`src/rtl/regfile_wb_pkg.sv`:
```
// Shared sizing and requester identifiers for the register-file write-back arbiter.
package regfile_wb_pkg;

    localparam int unsigned NUM_REQ     = 3;
    localparam int unsigned ADDR_W      = 5;
    localparam int unsigned DATA_W      = 32;
    localparam int unsigned CNT_W       = 16;
    localparam int unsigned GRANT_W     = 2;

    localparam int unsigned REQ_ALU     = 0;
    localparam int unsigned REQ_MULTDIV = 1;
    localparam int unsigned REQ_LOAD    = 2;

endpackage

```
`src/rtl/rr_arbiter.sv`:
```
// Combinational round-robin pick: first asserted request at or after ptr, wrapping to index 0.
module rr_arbiter #(
    parameter int unsigned N     = 3,
    parameter int unsigned PTR_W = 2
) (
    input  logic [N-1:0]     req,
    input  logic [PTR_W-1:0] ptr,
    output logic [N-1:0]     grant
);

    logic found;

    // First pass covers ptr..N-1; the second pass only fires when nothing was found there.
    always_comb begin
        grant = '0;
        found = 1'b0;
        for (int i = 0; i < int'(N); i++) begin
            if (!found && req[i] && (i >= int'(32'(ptr)))) begin
                grant[i] = 1'b1;
                found    = 1'b1;
            end
        end
        for (int i = 0; i < int'(N); i++) begin
            if (!found && req[i]) begin
                grant[i] = 1'b1;
                found    = 1'b1;
            end
        end
    end

endmodule

```
`src/rtl/regfile_wb_arbiter.sv`:
```
// Round-robin write-back arbiter in front of the register-file write port,
// with a one-cycle registered write and a saturating contention counter.
module regfile_wb_arbiter #(
    parameter int unsigned NUM_REQ = regfile_wb_pkg::NUM_REQ,
    parameter int unsigned ADDR_W  = regfile_wb_pkg::ADDR_W,
    parameter int unsigned DATA_W  = regfile_wb_pkg::DATA_W
) (
    input  logic                                 clock,
    input  logic                                 ctrl_reset_n,
    input  logic [NUM_REQ-1:0]                   req_valid,
    input  logic [NUM_REQ*ADDR_W-1:0]            req_reg,
    input  logic [NUM_REQ*DATA_W-1:0]            req_data,
    output logic [NUM_REQ-1:0]                   req_ready,
    input  logic                                 wb_hold,
    output logic                                 ctrl_writeEnable,
    output logic [ADDR_W-1:0]                    ctrl_writeReg,
    output logic [DATA_W-1:0]                    data_writeReg,
    output logic [regfile_wb_pkg::GRANT_W-1:0]   grant_id,
    output logic [regfile_wb_pkg::CNT_W-1:0]     conflict_cnt
);

    import regfile_wb_pkg::*;

    localparam int unsigned PTR_W = (NUM_REQ > 1) ? $clog2(NUM_REQ) : 1;

    logic [PTR_W-1:0]   ptrQ;
    logic [PTR_W-1:0]   winIdx;
    logic [NUM_REQ-1:0] grant;
    logic [ADDR_W-1:0]  winReg;
    logic [DATA_W-1:0]  winData;
    logic [GRANT_W-1:0] winId;
    logic               transfer;
    logic               conflict;

    rr_arbiter #(.N(NUM_REQ), .PTR_W(PTR_W)) uArb (
        .req   (req_valid),
        .ptr   (ptrQ),
        .grant (grant)
    );

    // Reset gating keeps ready low while the arbiter is held in reset.
    assign req_ready = (wb_hold || !ctrl_reset_n) ? '0 : grant;
    assign transfer  = |req_ready;
    assign conflict  = |(req_valid & ~req_ready);

    // Mux out the winner's payload from the packed request buses.
    always_comb begin
        winIdx  = '0;
        winReg  = '0;
        winData = '0;
        winId   = '0;
        for (int i = 0; i < int'(NUM_REQ); i++) begin
            if (req_ready[i]) begin
                winIdx  = PTR_W'(i);
                winReg  = req_reg[i*ADDR_W +: ADDR_W];
                winData = req_data[i*DATA_W +: DATA_W];
                winId   = GRANT_W'(i);
            end
        end
    end

    always_ff @(posedge clock or negedge ctrl_reset_n) begin
        if (!ctrl_reset_n) begin
            ptrQ             <= '0;
            ctrl_writeEnable <= 1'b0;
            ctrl_writeReg    <= '0;
            data_writeReg    <= '0;
            grant_id         <= '0;
            conflict_cnt     <= '0;
        end else begin
            if (transfer) begin
                // Register 0 is hard-wired: the transfer completes but never writes.
                ctrl_writeEnable <= |winReg;
                ctrl_writeReg    <= winReg;
                data_writeReg    <= winData;
                grant_id         <= winId;
                ptrQ             <= (32'(winIdx) == NUM_REQ - 1) ? '0 : winIdx + PTR_W'(1);
            end else begin
                ctrl_writeEnable <= 1'b0;
            end
            if (conflict && (conflict_cnt != '1)) begin
                conflict_cnt <= conflict_cnt + CNT_W'(1);
            end
        end
    end

endmodule
```
`config.mk`:
```
export PLATFORM = sky130hd
export DESIGN_NAME = regfile_wb_arbiter
export DESIGN_NICKNAME = d
export VERILOG_FILES = /design/src/rtl/regfile_wb_pkg.sv /design/src/rtl/rr_arbiter.sv /design/src/rtl/regfile_wb_arbiter.sv
export SDC_FILE = /design/constraint.sdc
export NUM_CORES = 1
export LEC_CHECK = 0
export CAP_MARGIN = 15
export CORE_UTILIZATION = 31
export DETAILED_ROUTE_END_ITERATION = 8
export GPL_ROUTABILITY_DRIVEN = 1
export PLACE_DENSITY = 0.79
export SYNTH_ARGS = -nofsm -noshare
export SYNTH_HDL_FRONTEND = slang
export SYNTH_SLANG_ARGS = --single-unit
```
`constraint.sdc`:
```
create_clock -name clock -period 2.5 [get_ports clock]
set_clock_uncertainty 0.1 [all_clocks]
set_input_delay 0.375 -clock clock [delete_from_list [all_inputs] [get_ports clock]]
set_output_delay 0.375 -clock clock [all_outputs]
set_load 0.03 [all_outputs]
```
-- Word level (Yosys, flattened, before mapping)
Index checks and enable logic that the tools add are counted.
Widths: inputs -> output; s select.
- add/sub/neg operators: 2
- magnitude comparators: 3
- equality and inequality tests: 2
- mux-type cells: 21
- bitwise gates (word level): 2
- reduce and logical (&&, ||, !) cells: 19
- operator list (cell ; number):
    $mux 32 ; 3
    $add 16x1->16 const B ; 1
    $ne 16x16->1 const B ; 1
    $mux 5 ; 3
    $mux 1 ; 12
    $logic_and 1x1->1 ; 9
    $logic_not 1->1 ; 6
    $reduce_or 3->1 ; 2
    $reduce_or 5->1 ; 1
    $ge 1x2->1 const A ; 2
    $mux 2 ; 2
    $and 3x3->3 ; 1
    $mux 3 ; 1
    $not 3->3 ; 1
    $add 2x1->2 const B ; 1
    $eq 2x2->1 const B ; 1
    $ge 2x2->1 const A ; 1
    $logic_or 1x1->1 ; 1
- bits in registers: 58
- bits of input ports: 117
- output and inout bits: 59

-- Longest topological paths before layout
Gate-level depths: netlist of run 1.
- word-level depth: 26
- gate-level depth with buffers: 8

-- Cells and area by module
Synthesis of run 1 repeated with hierarchy kept, for this count alone.
- cells, all modules: 278
- area total of the unflattened synthesis: 2846.5 µm²
- modules (own cells, without submodules) (module ; times used ; cells each ; area each (µm²) ; seq. area each (µm²)):
    regfile_wb_arbiter ; 1 ; 267 ; 2776.4 ; 1426.4
    rr_arbiter ; 1 ; 11 ; 70.1 ; 0.0

-- Least setup slack after synthesis of run 1
No wires, ideal clock.
- kind: flip-flop to flip-flop
- start point: reg conflict_cnt[0] (netlist bit)
- end point: reg conflict_cnt[10] (netlist bit)
- library setup time: 0.139 ns
- data arrival time: 1.932 ns
- required time: 2.261 ns
- path slack: 0.329 ns
- stages on the path, launching flop included: 9
- buffers on the path: 2
- cells stage by stage: dfrtp_1 -> ha_1 -> nand3_1 -> or2_0 -> buf_2 -> nor4_4 -> buf_4 -> nor4b_1 -> xor2_1
- word-level cells in the longest chain between the ends: 2
- elaborated cells between the ends (all ways): 3
- RTL lines (what ; line ; source):
    start, declared ; regfile_wb_arbiter.sv:19 ; output logic [regfile_wb_pkg::CNT_W-1:0] conflict_cnt
    start signal, assigned ; regfile_wb_arbiter.sv:82 ; conflict_cnt <= conflict_cnt + CNT_W'(1);
    branches (longest 2 deep; another with $add 16x1->16) ; -- ;
Parallel ways; which one is timed is not known.
A chain may end at the register's enable or synchronous reset.

-- Worst setup path after layout of run 1
- start point: in req_valid[2]
- end point: out req_ready[0]
- word-level cells in the longest chain between the ends: 7
- RTL lines (what ; line ; source):
    start, declared ; regfile_wb_arbiter.sv:10 ; input logic [NUM_REQ-1:0] req_valid,
    $logic_and 1x1->1 (2 in a row) ; rr_arbiter.sv:18 ; if (!found && req[i] && (i >= int'(32'(ptr)))) begin
    $mux 1 ; rr_arbiter.sv:18 ;
    $logic_not 1->1 ; rr_arbiter.sv:24 ; if (!found && req[i]) begin
    $logic_and 1x1->1 ; rr_arbiter.sv:24 ;
    $mux 1 ; rr_arbiter.sv:24 ;
    $mux 3 ; regfile_wb_arbiter.sv:42 ; assign req_ready = (wb_hold || !ctrl_reset_n) ? '0 : grant;
    end, declared ; regfile_wb_arbiter.sv:13 ; output logic [NUM_REQ-1:0] req_ready,
Every way passes these cells.

==> results of run 1 <==
## registers in the layout (all words and copies together), names as in the netlist
signal	count
ctrl_writeEnable	1
ptrQ	2
conflict_cnt	16
ctrl_writeReg	5
data_writeReg	32
grant_id	1
## power breakdown
part / switching [mW] / internal [mW]
Clock: 0.354 / 0.486
Sequential: 0.238 / 1.20
Combinational: 0.993 / 0.858
Total: 1.58 / 2.55
## routing by layer
metal  vias to the layer above  routed length [um]  track usage [%]
li1                       1392                   -                -
met1                      1430                3650             22.0
met2                       130                4810             35.6
met3                        18                 570             5.27
met4                         0                 277             10.4
met5                         -                   0                0
## kinds of logic after synthesis
group | share of synthesized area, %
xor+xnor | 3.79
buf+inv | 3.92
fa+ha+maj | 0.811
mux | 1.13
flops | 51.4
compound gates | 23.6
simple gates | 15.4
## path summary, 6_finish.rpt
| path | startpoint | end | cells past startpoint |
|---|---|---|---|
| setup / recovery | req_valid[2] | req_ready[0] | 6 |
| max in group asynchronous | ctrl_reset_n | conflict_cnt[0]$_DFFE_PN0P_ | 2 |
| setup reg to reg | conflict_cnt[0]$_DFFE_PN0P_ | conflict_cnt[9]$_DFFE_PN0P_ | 7 |
| hold reg to reg | ctrl_writeReg[0]$_DFFE_PN0P_ | ctrl_writeReg[0]$_DFFE_PN0P_ | 2 |
| min in group clock | ctrl_writeReg[0]$_DFFE_PN0P_ | ctrl_writeReg[0]$_DFFE_PN0P_ | 2 |
| hold / removal | ctrl_reset_n | conflict_cnt[10]$_DFFE_PN0P_ | 2 |
## cell usage in the layout, fill, tap and decap left out, types with 3 or more instances in the layout
cell type        synthesis  routed
xor2_1                  12      12
buf_4                    4      18
a22oi_1                 66      66
nand3_1                  6       6
a21oi_1                  4       4
inv_1                    3       3
nor4b_1                  3       3
nor3_1                   7       7
clkbuf_8                 0      10
nand2b_1                 3       3
nor2_1                   6       5
a222oi_1                 5       5
clkdlybuf4s50_1          0     171
nand2_1                 53      53
dfrtp_1                 57      57
clkbuf_1                 9       3
## cell type report
cell class                 count  area share (%)
timing repair buffer         192            38.3
sequential                    57            29.1
multi-input combinational    194            25.7
clock buffer                  13            3.03
tap                          108            2.75
clock inverter                 3           0.816
inverter                       3           0.229
antenna                        1          0.0510
## worst max-delay path, delay by kind of cell
family                 cells  cell delay [ns]
buffers and inverters      3             0.81
and+or+nand+nor            2             0.44
AOI/OAI and AO/OA          1             0.14
## through the flow
stage	hold slack [ns]	instance area (um2)	setup slack (ns)
global route	0.196	4910	0.164
finish	0.123	4910	0.252
CTS	0.155	4910	0.256
global placement	0.134	4710	0.232
detailed placement	0.136	4710	0.178
floorplan	-0.0206	2780	0.329
## repair_timing
item / CTS / global route
endpoints found under the hold margin: 6 / 0
setup buffers: 0 / 0
hold buffers: 1 / 0
==> impl_metrics.py, run 1 <==
metrics = {
    "layout": {
        "fin_cells": 571,
        "utilization_pct": 56.6,
        "syn_to_final_growth_pct": 76.8,
        "fillers": 809,
        "nNetsFinal": 575,
        "layout-drive-gt1-share_pct": 8.23,
        "multi_input_area_um2": 1260,
        "seqCellArea_um2": 1430,
    },
    "synthesis": {
        "syn_nets": 393,
        "yosys_warnings": 0,
        "yosysUniqueCellTypes": 39,
        "yosysMostFrequentCell": "a22oi_1",
        "synth_top_cell_area_share_pct": 51.4,
        "syn-cell-area_um2": 2780,
        "async_flop_share_pct": 100,
        "netlist_instances": 275,
        "synth_commonest_cells": "a22oi_1, dfrtp_1, nand2_1",
        "ys_ff_latch": 57,
        "ys_seq_area_share_pct": 51.4,
        "synth_edf_count": 0,
        "syn_avg_cell_area_um2": 10.1,
        "synth.area.top_cells": "dfrtp_1, a22oi_1, nand2_1",
        "synthFlopType": "dfrtp_1",
        "yosysTopAreaCell": "dfrtp_1",
    },
    "worst_setup_path": {
        "required_ns": 2.03,
        "crit_path_max_incr_delay_ns": 0.43,
        "crit_chain": "clkdlybuf4s50_1, buf_4, nor2_1, o22ai_1, nor2_4, buf_4",
        "path_class": "in2out",
        "critPathMaxFanout": 9,
        "crit_path_start_kind": "primary input",
        "crit_path_end_kind": "output pin",
        "cp_slowest_cell": "clkdlybuf4s50_1",
        "crit_path_frequent_cell": "buf_4",
        "r2r_slack_ns": 0.34,
        "worstPathArrival_ns": 1.77,
    },
    "cts": {
        "cts_root_buffer": "clkbuf_8",
        "clock-sinks": 57,
        "cts_max_path_buffers": 2,
        "cts_tree": "built",
        "htreeDepth": 3,
        "insertion_delay_ns": 0.33,
        "cts_resized": 0,
        "clk_pin_slew_ns": 0.07,
        "numCtsBuffers": 9,
    },
    "placed_design": {
        "dp_cells": 553,
        "hpwl_mm": 7.03,
        "place_congestion": 0.780,
        "port_buffers": 175,
    },
    "hold_path": {
        "hold_class": "in2async",
    },
    "power_and_ir_drop": {
        "powerDensity_nw_per_um2": 842,
        "p_leak_nw": 2.12,
        "vdd_ir_drop_max_v": 0.000415,
        "power_mw": 4.13,
    },
    "floorplan": {
        "rows": 34,
        "ios": 176,
        "dieArea_um2": 9340,
        "start_util_pct": 32.0,
        "core-area_um2": 8680,
        "die_x_um": 96.6,
        "die_h_um": 96.6,
    },
    "timing": {
        "rsz0062_at_grt": "no",
        "finalSetupTns_ns": 0,
        "max_freq_ghz": 0.445,
        "min_period_ns": 2.25,
        "worst_pin_slew_ns": 0.667,
        "setup_viol": 0,
        "maxSlewViolCount": 0,
        "hold_viol": 0,
        "relSlewSlack_pct": 55.5,
        "fin_crit_sh_pct": 89.9,
    },
    "detailed_routing": {
        "num_vias": 2970,
        "drt-vias-per-instance": 5.20,
        "drtIter0Drc": 158,
        "wl_mm": 9.30,
        "drc": 0,
        "drtAntennaViolNets": 0,
        "wl_per_cell_um": 16.3,
        "firstDrtPassIters": 4,
    },
    "grt": {
        "antenna_found_initial": 1,
        "grt_pass1_vias": 3078,
        "grt_usage_pct": 20.1,
        "grt_max_degree": 52,
        "grt_first_pass_wirelength_mm": 14.9,
        "grt-ovfl-total": 0,
    },
    "outcome": {
        "status": "complete, no violations",
    },
    "run": {
        "max_cap_violations": 0,
    },
}
No activity file was read; power rests on OpenSTA's default activity.
==> run 2, diff against run 1 <==
--- a/config.mk
+++ b/config.mk
@@ -6,10 +6,12 @@
 export NUM_CORES = 1
 export LEC_CHECK = 0
 export CAP_MARGIN = 15
-export CORE_UTILIZATION = 31
+export CORE_ASPECT_RATIO = 0.75
+export CORE_UTILIZATION = 37
 export DETAILED_ROUTE_END_ITERATION = 8
 export GPL_ROUTABILITY_DRIVEN = 1
-export PLACE_DENSITY = 0.79
+export PLACE_DENSITY = 0.9
+export SLEW_MARGIN = 30
 export SYNTH_ARGS = -nofsm -noshare
 export SYNTH_HDL_FRONTEND = slang
 export SYNTH_SLANG_ARGS = --single-unit
==> impl_metrics.py, run 2 (synthesis gave the netlist of run 1 again) <==
metrics = {
    "outcome": {
        "status": "complete, no violations",
    },
    "cts": {
        "cts_root_buffer": "clkbuf_8",
        "numCtsBuffers": 9,
        "cts_tree": "built",
        "insertion_delay_ns": 0.33,
        "htreeDepth": 3,
        "cts_max_path_buffers": 2,
        "ctsHoldBuffers": 0,
        "clock-sinks": 57,
        "clk_pin_slew_ns": 0.06,
    },
    "detailed_routing": {
        "wl_mm": 9.70,
        "wl_per_cell_um": 17.4,
        "firstDrtPassIters": 5,
        "num_vias": 3018,
        "drc": 0,
        "drtAntennaViolNets": 0,
        "drtIter0Drc": 131,
        "drt-vias-per-instance": 5.42,
    },
    "layout": {
        "top_regs": "data_writeReg: 32 flops, conflict_cnt: 16 flops, ctrl_writeReg: 5 flops",
        "largest_reg_flops": 32,
        "syn_to_final_growth_pct": 74.1,
        "final_cell_mix": "clkdlybuf4s50_1, a22oi_1, dfrtp_1",
        "final_common_cell": "clkdlybuf4s50_1",
        "n_antenna_cell": 0,
        "largest-register": "data_writeReg",
        "fillers": 556,
        "layout-drive-gt1-share_pct": 8.50,
        "nNetsFinal": 573,
    },
    "timing": {
        "setup_viol": 0,
        "hold_viol": 0,
        "worst_pin_slew_ns": 0.950,
        "max_freq_ghz": 0.423,
        "fin_hold_ws_ns": 0.139,
        "fin_crit_sh_pct": 94.5,
        "relSlewSlack_pct": 36.6,
        "maxSlewViolCount": 0,
        "min_period_ns": 2.36,
        "rsz0062_at_grt": "no",
    },
    "grt": {
        "grt_max_degree": 58,
        "grt_usage_pct": 24.1,
        "use_met2_pct": 42.1,
        "gr-max-usage-layer": "met2",
        "grt_first_pass_wirelength_mm": 14.3,
        "antenna_found_initial": 0,
        "grt-ovfl-total": 0,
        "met3_usage_pct": 8.57,
        "grt_util_met1_pct": 26.5,
        "grt_pass1_vias": 2999,
    },
    "floorplan": {
        "die_h_um": 77.0,
        "start_util_pct": 39.5,
        "rows": 26,
        "dieArea_um2": 7860,
        "ios": 176,
        "core-area_um2": 7030,
        "die_x_um": 102,
    },
    "worst_setup_path": {
        "crit_path_start_kind": "primary input",
        "critPathMaxFanout": 10,
        "reg2reg_depth": 7,
        "rr_endpoint": "conflict_cnt[8]$_DFFE_PN0P_",
        "required_ns": 2.03,
        "r2r-start": "conflict_cnt[0]$_DFFE_PN0P_",
        "r2r_slack_ns": 0.16,
        "worstPathArrival_ns": 1.89,
        "crit_chain": "clkdlybuf4s50_1, nand2_1, o22ai_1, nor2_4, buf_4",
        "crit_path_max_incr_delay_ns": 0.52,
        "cp_slowest_cell": "clkdlybuf4s50_1",
        "cp_top_family": "buffers and inverters",
        "cp_num_buf_inv": 2,
        "crit_path_end_kind": "output pin",
        "path_class": "in2out",
    },
    "power_and_ir_drop": {
        "p_sw_share_pct": 39.9,
        "powerDensity_nw_per_um2": 836,
        "p_sw_mw": 1.61,
        "power_mw": 4.04,
        "p_leak_nw": 2.09,
        "vdd_ir_drop_max_v": 0.000401,
        "p_clk_share_pct": 17.8,
        "power.internal_mw": 2.43,
        "p_comb_share_pct": 46.2,
        "seqPwrFrac_pct": 36.0,
    },
    "hold_path": {
        "hold_class": "in2async",
    },
    "placed_design": {
        "hpwl_mm": 7.14,
        "place_congestion": 0.819,
        "port_buffers": 175,
    },
    "run": {
        "max_cap_violations": 0,
    },
}
## run 2: cell count changes in the layout (fill, tap and decap cells not counted)
cell	delta
dlygate4sd3_1	-1
buf_12	-1
bufinv_16	-1
o2111a_2	+1
nor2_2	+2
o2111a_1	-1
buf_4	-2
clkinv_2	+2
diode_2	-1
clkbuf_1	-2
## run 2: power groups by stage
stage | registers (mW) | logic (mW) | clock network [mW]
finish | 1.46 | 1.86 | 0.719
global route | 1.49 | 1.98 | 0.789
CTS | 1.45 | 1.88 | 0.747
detailed placement | 1.46 | 1.86 | 0
global placement | 1.45 | 1.81 | 0
floorplan | 1.96 | 0.426 | 0
## run 2: routing by layer
| layer | part of all wire [%] | vias to the layer above |
|---|---|---|
| li1 | - | 1389 |
| met1 | 38 | 1453 |
| met4 | 1.7 | 0 |
| met5 | 0 | - |
| met3 | 9.6 | 17 |
| met2 | 50 | 159 |
## run 2: per-stage QoR
| stage | cells | TNS [ns] | util [%] | cell area (um2) | worst slack [ns] |
|---|---|---|---|---|---|
| 2_1_floorplan | 275 | 0 | - | 2780 | 0.329 |
| 3_3_place_gp | 540 | -0.145 | 66.3 | 4660 | -0.145 |
| 3_5_place_dp | 540 | -0.230 | 66.3 | 4660 | -0.217 |
| 4_1_cts | 556 | 0 | 68.7 | 4830 | 0.0198 |
| 5_1_grt | 557 | 0 | 68.8 | 4830 | 0.0253 |
| 6_report | 557 | 0 | 68.8 | 4830 | 0.139 |
## run 2: layout make-up
| cell class | count | area (um2) | share of cell area, % |
|---|---|---|---|
| inverter | 3 | 11.3 | 0.233 |
| timing repair buffer | 188 | 1840 | 38.0 |
| clock inverter | 4 | 20.0 | 0.414 |
| sequential | 57 | 1430 | 29.5 |
| clock buffer | 11 | 141 | 2.92 |
| multi-input combinational | 196 | 1280 | 26.4 |
| tap | 98 | 123 | 2.54 |
## run 2: timing repair
| action | 4_1_cts | 5_1_grt |
|---|---|---|
| setup buffers | 0 | 0 |
| resized for setup | 0 | 1 |
| pin swaps | 1 | 1 |
| gates cloned | 1 | 1 |
| setup endpoints to repair | 1 | 2 |
## run 2: worst max path at each step
stage                                startpoint                            to  depth (start not counted)  slack (ns)
floorplan           conflict_cnt[0]$_DFFE_PN0P_  conflict_cnt[10]$_DFFE_PN0P_                          8        0.33
global placement                   req_valid[2]                  req_ready[0]                          5       -0.15
detailed placement                 req_valid[2]                  req_ready[0]                          5       -0.22
CTS                                     wb_hold                  req_ready[1]                          5        0.02
global route                ptrQ[1]$_DFFE_PN0P_                  req_ready[0]                          4        0.03
finish                             req_valid[2]                  req_ready[0]                          5        0.14
## run 2: worst reg2reg max path, stage by stage, from the launching register on
cell	delay, ns
dfrtp_1	0.44
ha_1	0.21
nand3_1	0.11
or2_0	0.37
nor4_4	0.50
buf_4	0.24
nor4_1	0.07
xor2_1	0.17
